**src/rtl/xbar_pkg.sv**
```systemverilog
// Shared crossbar scheduler types, control-word field layout and the control-word pack helper.
package xbar_pkg;

  typedef enum logic [1:0] {IDLE, CFG, XFER} state_t;

  localparam int unsigned CTRL_MAX_BW = 64;
  localparam int unsigned WRITE_BIT   = 1;

  // Field positions, counted from the LSB of a bw-wide control word.
  function automatic int unsigned blk_lsb(input int unsigned bw, input int unsigned abw);
    return bw - abw;
  endfunction

  function automatic int unsigned wr_pos(input int unsigned bw, input int unsigned abw);
    return bw - abw - 1;
  endfunction

  function automatic int unsigned in_lsb(input int unsigned bw, input int unsigned abw,
                                         input int unsigned in_w);
    return bw - abw - 1 - in_w;
  endfunction

  function automatic int unsigned out_lsb(input int unsigned bw, input int unsigned abw,
                                          input int unsigned in_w, input int unsigned out_w);
    return bw - abw - 1 - in_w - out_w;
  endfunction

  function automatic logic [CTRL_MAX_BW-1:0] field(input int unsigned v, input int unsigned w);
    return CTRL_MAX_BW'(v) & ((CTRL_MAX_BW'(1) << w) - CTRL_MAX_BW'(1));
  endfunction

  function automatic logic [CTRL_MAX_BW-1:0] pack_ctrl(
    input int unsigned bw, input int unsigned abw,
    input int unsigned in_w, input int unsigned out_w,
    input int unsigned blk, input int unsigned in_sel, input int unsigned out_sel);
    logic [CTRL_MAX_BW-1:0] m;
    m = '0;
    m = m | (field(blk, abw) << blk_lsb(bw, abw));
    m = m | (CTRL_MAX_BW'(WRITE_BIT) << wr_pos(bw, abw));
    m = m | (field(in_sel, in_w) << in_lsb(bw, abw, in_w));
    m = m | (field(out_sel, out_w) << out_lsb(bw, abw, in_w, out_w));
    return m;
  endfunction

endpackage

```
**src/rtl/xbar_rr_arbiter.sv**
```systemverilog
// N-way round-robin arbiter: one-hot grant and index, search starts at ptr, ptr advances on en.
module xbar_rr_arbiter
  import xbar_pkg::*;
#(
  parameter int unsigned N     = 2,
  parameter int unsigned IDX_W = $clog2(N)
) (
  input  logic             clk,
  input  logic             reset,
  input  logic [N-1:0]     req,
  input  logic             en,
  output logic [N-1:0]     grant,
  output logic [IDX_W-1:0] grant_idx,
  output logic             any
);

  logic [IDX_W-1:0] ptr;
  int unsigned      idx;

  always_comb begin
    grant     = '0;
    grant_idx = '0;
    any       = 1'b0;
    idx       = 0;
    for (int unsigned i = 0; i < N; i++) begin
      idx = (32'(ptr) + i) % N;
      if (!any && req[idx]) begin
        any       = 1'b1;
        grant[idx] = 1'b1;
        grant_idx = IDX_W'(idx);
      end
    end
  end

  always_ff @(posedge clk) begin
    if (reset) begin
      ptr <= '0;
    end else if (en && any) begin
      ptr <= (grant_idx == IDX_W'(N - 1)) ? '0 : grant_idx + 1'b1;
    end
  end

endmodule

```
**src/rtl/xbar_route_scheduler.sv**
```systemverilog
// Round-robin route scheduler for the blocking crossbar: grant, write route, count burst, release.
// Optional idle timeout in XFER enabled by defining XBAR_SCHED_TIMEOUT_EN.
module xbar_route_scheduler
  import xbar_pkg::*;
#(
  parameter int unsigned BIT_WIDTH         = 32,
  parameter int unsigned N_INPUTS          = 2,
  parameter int unsigned N_OUTPUTS         = 2,
  parameter int unsigned ADDRESS_BIT_WIDTH = 4,
  parameter int unsigned BLOCK_ADDRESS     = 2,
  parameter int unsigned LEN_BITS          = 8
`ifdef XBAR_SCHED_TIMEOUT_EN
  ,
  parameter int unsigned TIMEOUT           = 255
`endif
) (
  input  logic                                 clk,
  input  logic                                 reset,
  input  logic [N_INPUTS-1:0]                  req_val,
  output logic [N_INPUTS-1:0]                  req_rdy,
  input  logic [$clog2(N_OUTPUTS)-1:0]         req_dest [N_INPUTS],
  input  logic [LEN_BITS-1:0]                  req_len  [N_INPUTS],
  output logic [BIT_WIDTH-1:0]                 ctrl_msg,
  output logic                                 ctrl_val,
  input  logic                                 ctrl_rdy,
  input  logic [N_OUTPUTS-1:0]                 out_fire,
  output logic [N_INPUTS-1:0]                  done,
`ifdef XBAR_SCHED_TIMEOUT_EN
  output logic                                 timeout,
`endif
  output logic                                 busy
);

  localparam int unsigned IN_W  = $clog2(N_INPUTS);
  localparam int unsigned OUT_W = $clog2(N_OUTPUTS);

  state_t               state, state_nxt;
  logic [LEN_BITS-1:0]  cnt;
  logic [IN_W-1:0]      in_sel;
  logic [OUT_W-1:0]     out_sel;
  logic [N_INPUTS-1:0]  grant;
  logic [IN_W-1:0]      grant_idx;
  logic                 any_req;
  logic                 arb_en;
  logic [(1<<OUT_W)-1:0] fire_pad;
  logic                 fire;
  logic                 last;
  logic                 abort;

  xbar_rr_arbiter #(
    .N     (N_INPUTS),
    .IDX_W (IN_W)
  ) u_arb (
    .clk       (clk),
    .reset     (reset),
    .req       (req_val),
    .en        (arb_en),
    .grant     (grant),
    .grant_idx (grant_idx),
    .any       (any_req)
  );

  // Pad out_fire to a power of two so an out-of-range out_sel simply never sees a fire.
  always_comb begin
    fire_pad                = '0;
    fire_pad[N_OUTPUTS-1:0] = out_fire;
  end

  assign fire = (state == XFER) && fire_pad[out_sel];
  assign last = fire && (cnt == LEN_BITS'(1));

`ifdef XBAR_SCHED_TIMEOUT_EN
  localparam int unsigned TO_W = $clog2(TIMEOUT + 1);
  logic [TO_W-1:0] idle_cnt;

  assign abort = (state == XFER) && !fire && (idle_cnt == TO_W'(TIMEOUT - 1));

  always_ff @(posedge clk) begin
    if (reset) begin
      idle_cnt <= '0;
      timeout  <= 1'b0;
    end else begin
      timeout <= abort;
      if (state != XFER || fire || abort) idle_cnt <= '0;
      else                                idle_cnt <= idle_cnt + 1'b1;
    end
  end
`else
  assign abort = 1'b0;
`endif

  always_comb begin
    state_nxt = state;
    req_rdy   = '0;
    ctrl_val  = 1'b0;
    ctrl_msg  = '0;
    arb_en    = 1'b0;
    busy      = (state != IDLE);
    case (state)
      IDLE: begin
        req_rdy = grant;
        arb_en  = any_req;
        if (any_req) state_nxt = CFG;
      end
      CFG: begin
        ctrl_val = 1'b1;
        ctrl_msg = BIT_WIDTH'(pack_ctrl(BIT_WIDTH, ADDRESS_BIT_WIDTH, IN_W, OUT_W,
                                        BLOCK_ADDRESS, 32'(in_sel), 32'(out_sel)));
        if (ctrl_rdy) state_nxt = XFER;
      end
      XFER: begin
        if (last || abort) state_nxt = IDLE;
      end
      default: state_nxt = IDLE;
    endcase
  end

  always_ff @(posedge clk) begin
    if (reset) begin
      state   <= IDLE;
      cnt     <= '0;
      in_sel  <= '0;
      out_sel <= '0;
      done    <= '0;
    end else begin
      state <= state_nxt;
      done  <= '0;
      if (state == IDLE && any_req) begin
        in_sel  <= grant_idx;
        out_sel <= req_dest[grant_idx];
        cnt     <= (req_len[grant_idx] == '0) ? LEN_BITS'(1) : req_len[grant_idx];
      end
      if (fire) cnt <= cnt - 1'b1;
      if (last || abort) done[in_sel] <= 1'b1;
    end
  end

endmodule

```
**config.mk**
```make
export PLATFORM = sky130hd
export DESIGN_NAME = xbar_route_scheduler
export DESIGN_NICKNAME = d
export VERILOG_FILES = /design/src/rtl/xbar_pkg.sv /design/src/rtl/xbar_rr_arbiter.sv /design/src/rtl/xbar_route_scheduler.sv
export SDC_FILE = /design/constraint.sdc
export NUM_CORES = 1
export LEC_CHECK = 0
export ABC_AREA = 1
export CORE_MARGIN = 2
export CORE_UTILIZATION = 35
export DETAILED_ROUTE_END_ITERATION = 10
export PLACE_DENSITY = 0.83
export SLEW_MARGIN = 20
export SYNTH_ARGS = -nofsm -noshare
export SYNTH_HDL_FRONTEND = slang
export SYNTH_SLANG_ARGS = --single-unit
export TNS_END_PERCENT = 100
```
**constraint.sdc**
```tcl
create_clock -name clk -period 2.3 [get_ports clk]
set_clock_uncertainty 0.15 [all_clocks]
set_input_delay 0.575 -clock clk [delete_from_list [all_inputs] [get_ports clk]]
set_output_delay 0.575 -clock clk [all_outputs]
set_load 0.02 [all_outputs]
```
==> results of run 1 <==
[worst min path at each step]
stage / startpoint / cells after the start / slack, ps / to
final: in_sel / 1 / 270 / done[0]
after detailed placement: in_sel / 1 / 250 / done[0]
after CTS: in_sel / 1 / 270 / done[0]
after global routing: in_sel / 1 / 280 / done[0]
after floorplan: in_sel / 1 / 240 / done[0]
after global placement: in_sel / 1 / 250 / done[0]
[logic make-up after synthesis]
group	count (synthesis)
adder cells (fa/ha/maj)	2
flip-flops	15
XOR/XNOR	1
other	1
AO/OA/AOI/OAI	20
buffers and inverters	63
AND/OR/NAND/NOR	96
[cells in the final DEF, fill, tap and decap left out, drive strengths merged, types with 4 or more instances in the layout]
| cell type | instances |
|---|---|
| nand3 | 15 |
| clkdlybuf4s50 | 27 |
| nand3b | 6 |
| o21ai | 7 |
| dfxtp | 15 |
| inv | 30 |
| conb | 28 |
| a21oi | 6 |
| dlymetal6s2s | 4 |
| nor2 | 23 |
| buf | 11 |
| nand2 | 50 |
[synthesized netlist by cell type]
cell	n	area [sq um]
a211oi_1	3	22.5
a21oi_1	5	25.0
a21oi_2	1	8.76
a31oi_1	1	6.26
buf_2	1	5.00
buf_4	31	233
buf_6	1	11.3
conb_1	1	3.75
dfxtp_1	15	300
ha_1	2	25.0
inv_1	29	109
inv_2	1	3.75
nand2_1	47	176
nand2_2	2	12.5
nand2_4	1	11.3
nand3_1	15	75.1
nand3b_1	6	45.0
nor2_1	23	86.3
nor3_1	2	10.0
o211ai_1	2	15.0
o21a_1	1	7.51
o21ai_0	5	25.0
o21ai_1	2	10.0
xor2_1	1	8.76
[per-layer routing]
layer	track usage [%]	vias to the layer above	routed length, microns
met1	14.1	507	1040
met4	4.89	0	24
met5	0	-	0
met3	1.07	4	120
met2	21.6	41	1190
li1	-	635	-
[critical path, stage by stage]
cell	delay, ps
clkdlybuf4s50_1	520
o21ai_1	120
a21oi_2	130
buf_2	180
[power breakdown]
group / total [W] / internal (W) / switching, W
clock: 0.000158 / 0.0000663 / 0.0000919
combinational: 0.000340 / 0.000138 / 0.000202
sequential: 0.000310 / 0.000287 / 0.0000228
total: 0.000808 / 0.000491 / 0.000316
[flip-flops by register name, indices dropped and copies added (netlist names)]
| name | flops |
|---|---|
| out_sel | 1 |
| state | 2 |
| done | 2 |
| cnt | 8 |
| in_sel | 1 |
| u_arb.ptr | 1 |
[final cells by class]
| cell class | count | area (sq um) | share of cell area [%] |
|---|---|---|---|
| sequential | 15 | 300 | 19.0 |
| tap | 46 | 57.6 | 3.64 |
| timing repair buffer | 43 | 407 | 25.7 |
| clock buffer | 3 | 22.5 | 1.42 |
| multi-input combinational | 147 | 676 | 42.7 |
| inverter | 30 | 113 | 7.11 |
| clock inverter | 1 | 7.51 | 0.474 |
[metrics by stage]
step | util [%] | total power (W)
floorplan | - | 0.000582
global placement | 46.2 | 0.000656
detailed placement | 46.2 | 0.000661
CTS | 46.8 | 0.000813
global route | 47.1 | 0.000864
finish | 47.1 | 0.000808
[what timing repair did]
action                     4_1_cts  5_1_grt
setup endpoints to repair        3        4
hold buffers                     0        0
resized for setup                9        4
pin swaps                        0        0
==> results.json, run 1 <==
{
  "status": "completed",
  "synthesis.area_sq_um": 1240,
  "syn_inst": 198,
  "die_w_microns": 63.4,
  "clk_pin_slew_ps": 90,
  "synth_xor_area_share_pct": 0.709,
  "path_class": "in -> out",
  "r2r_slack_ps": 760,
  "critPathRequiredTime_ps": 1570,
  "arrival_ps": 1520,
  "start_util_pct": 36.8,
  "antenna_found_initial": 0,
  "synth.area.mux_share_pct": 0,
  "fmax_mhz": 446,
  "ant_nets": 0,
  "totalWireLength_mm": 2.38,
  "num_rows": 21,
  "drt_iter0_markers": 18,
  "placed_cells": 281,
  "r2r_end": "cnt[5]",
  "rsz0062_at_grt": "false",
  "critPathCapture": "req_rdy[0]",
  "htree_levels": 1,
  "setup_ws_ps": 55.8,
  "cts_root_buffer": "clkbuf_4",
  "cts_setup_buffers": 0,
  "startpoint_type": "input port",
  "crit_start": "req_val[1]",
  "clock_path_buffers": 2,
  "design_area_sq_um": 1580,
  "worstHoldPathType": "reg -> reg",
  "fillCellCount": 370,
  "fin_crit_sh_pct": 97.6,
  "r2r-start": "state[0]",
  "ys_seq_elements": 15,
  "post_dp_cell_area_sq_um": 1550,
  "fp.coreArea_sq_um": 3360,
  "grt_pass1_wl_mm": 3.90,
  "clk_latency_ps": 290,
  "power.leakage_nw": 0.862,
  "crit_path_end_kind": "primary output",
  "whs_ps": 266,
  "cts_tree": "done",
  "cap_violations": 0,
  "via_per_inst": 4.16,
  "vias": 1187,
  "first_pass_iters": 4,
  "place_congestion": 0.872,
  "ys_warn_count": 0,
  "io_buffer_count": 34,
  "wl_per_cell_microns": 8.34,
  "yosys.area_share.simple_pct": 33.7,
  "seq_area_frac_synth_pct": 24.3,
  "instances_no_fill": 285,
  "final_nets": 267,
  "synth_top_family_by_area": "simple AND/OR/NAND/NOR gates",
  "ios": 63,
  "powerDensity_nw_per_um2": 510,
  "drive_above_1_share_pct": 8.37,
  "synth_compound_area_share_pct": 9.72,
  "die_area_sq_um": 4020,
  "hold_violations": 0,
  "die_y_microns": 63.4,
  "cts_buffers": 3,
  "area_growth_pct": 28.0,
  "dp_hpwl_mm": 2.06,
  "yosysUniqueCellTypes": 24,
  "synthAdderAreaFrac_pct": 2.02,
  "r2r_cells": 9,
  "finalSetupViolCount": 0,
  "grt_max_degree": 11,
  "avgSynthCellArea_sq_um": 6.24,
  "crit_fanout": 4,
  "fin_crit_ps": 2240,
  "setup_tns_ps": 0,
  "maxSlewViolCount": 0,
  "diodes": 0,
  "pre_cts_ws_ps": -396,
  "clock-sinks": 15,
  "gr-total-overflow": 0,
  "grt_pass1_vias": 993,
  "track_usage_pct": 11.8,
  "drc": 0,
  "peakVddDrop_uv": 271
}
No activity file was read; power rests on OpenSTA's default activity.
==> run 2, diff against run 1 <==
Clock period 2.3 ns to 2.4 ns, I/O delays scaled along.
==> run 2 against run 1 <==
  * Core utilization decreased by 0.71 points
  * Largest power group unchanged
  * Global-route usage increased by 1.2 points
  * Die area unchanged
  * Sequential cell count unchanged
  * Clock power decreased by 3%
==> results.json, run 2 (synthesis results as in run 1) <==
{
  "met2_usage_pct": 24.6,
  "totalWireLength_mm": 2.54,
  "cp_cell_sequence": "clkdlybuf4s50_1, o21ai_1, a21oi_2, buf_2",
  "dp_hpwl_mm": 2.12,
  "powerDensity_nw_per_um2": 499,
  "drc": 0,
  "io_buffer_count": 34,
  "die_w_microns": 63.4,
  "via_per_inst": 4.15,
  "met1_usage_pct": 14.9,
  "final_cell_mix": "nand2_1 (47), clkdlybuf4s50_1 (30), inv_1 (29)",
  "arrival_ps": 1550,
  "ant_nets": 0,
  "fin_crit_sh_pct": 96.0,
  "grt_busiest_layer": "met2",
  "fp.coreArea_sq_um": 3360,
  "final_common_cell": "nand2_1",
  "finalSetupViolCount": 0,
  "htree_levels": 1,
  "track_usage_pct": 13.1,
  "cp_top_family": "buffers and inverters",
  "crit_path_max_incr_delay_ps": 530,
  "regMostFlops": "cnt",
  "wl_per_cell_microns": 8.96,
  "worstHoldPathType": "reg -> reg",
  "largestRegisters": "cnt: 8 flops, done: 2 flops, state: 2 flops",
  "crit_path_end_kind": "primary output",
  "grt_pass1_vias": 1073,
  "startpoint_type": "input port",
  "area_growth_pct": 26.1,
  "maxSlewViolCount": 0,
  "netSwitchingFraction_pct": 39.8,
  "largest_reg_flops": 8,
  "cts_setup_buffers": 0,
  "rsz0062_at_grt": "false",
  "gr-total-overflow": 0,
  "clk_latency_ps": 290,
  "drt_iter0_markers": 18,
  "power.leakage_nw": 0.798,
  "crit_buf_inv": 2,
  "num_rows": 21,
  "fmax_mhz": 434,
  "r2r_slack_ps": 860,
  "fin_crit_ps": 2300,
  "antenna_found_initial": 0,
  "cap_violations": 0,
  "die_area_sq_um": 4020,
  "path_class": "in -> out",
  "vias": 1175,
  "start_util_pct": 36.8,
  "place_congestion": 0.871,
  "clock_path_buffers": 2,
  "seq_power_share_pct": 38.3,
  "pre_cts_ws_ps": -358,
  "hold_violations": 0,
  "first_pass_iters": 4,
  "slowest_stage": "clkdlybuf4s50_1",
  "status": "completed",
  "grt_pass1_wl_mm": 4.31,
  "cts_tree": "done",
  "die_y_microns": 63.4,
  "setup_ws_ps": 96.6,
  "critPathRequiredTime_ps": 1650,
  "cts_root_buffer": "clkbuf_4",
  "crit_fanout": 4,
  "cts_buffers": 3,
  "clock-sinks": 15,
  "drive_above_1_share_pct": 8.02,
  "grt_use_met3_pct": 1.43,
  "power_frac_comb_pct": 42.1,
  "placed_cells": 279,
  "instances_no_fill": 283,
  "final_nets": 265,
  "clk_pin_slew_ps": 100,
  "intPower_w": 0.000469,
  "peakVddDrop_uv": 193,
  "clkPwrFrac_pct": 19.6,
  "grt_max_degree": 11,
  "diodes": 0,
  "postLayoutCoreUtil_pct": 46.4,
  "ios": 63,
  "power.switching_w": 0.000310
}
-- run 2: metrics by stage --
step,hold WS [ps],total power (W),cell area [sq um],setup TNS (ps)
floorplan,242,0.000557,1340,0
detailed placement,253,0.000633,1540,-702
global placement,249,0.000624,1540,-664
CTS,270,0.000778,1560,0
global route,293,0.000830,1560,0
finish,271,0.000778,1560,0
-- run 2: repair_timing --
item | in CTS | in global routing
hold buffers | 0 | 0
resized for setup | 11 | 0
setup endpoints to repair | 4 | 0
-- run 2: metal layers --
metal | up-vias | wire length (microns)
met3 | 7 | 123
met2 | 41 | 1270
met1 | 496 | 1090
met5 | - | 0
li1 | 631 | -
met4 | 0 | 48
-- run 2: power groups by stage --
stage | logic, W | clock network, W | registers [W]
after floorplan | 0.000260 | 0 | 0.000297
after global placement | 0.000323 | 0 | 0.000301
after detailed placement | 0.000331 | 0 | 0.000302
after CTS | 0.000327 | 0.000154 | 0.000297
after global routing | 0.000366 | 0.000162 | 0.000302
final | 0.000327 | 0.000153 | 0.000298
-- run 2: area by class of cell --
type,count,area [sq um]
fill,372,1800
multi-input combinational,147,678
timing repair buffer,41,380
sequential,15,300
inverter,30,113
tap,46,57.6
clock buffer,3,22.5
clock inverter,1,7.51
-- run 2: final timing paths --
check        cells past startpoint         end        from
max                              4  req_rdy[0]  req_val[1]
min                              1     done[0]      in_sel
max reg2reg                      9      cnt[3]    state[1]
min reg2reg                      1     done[0]      in_sel
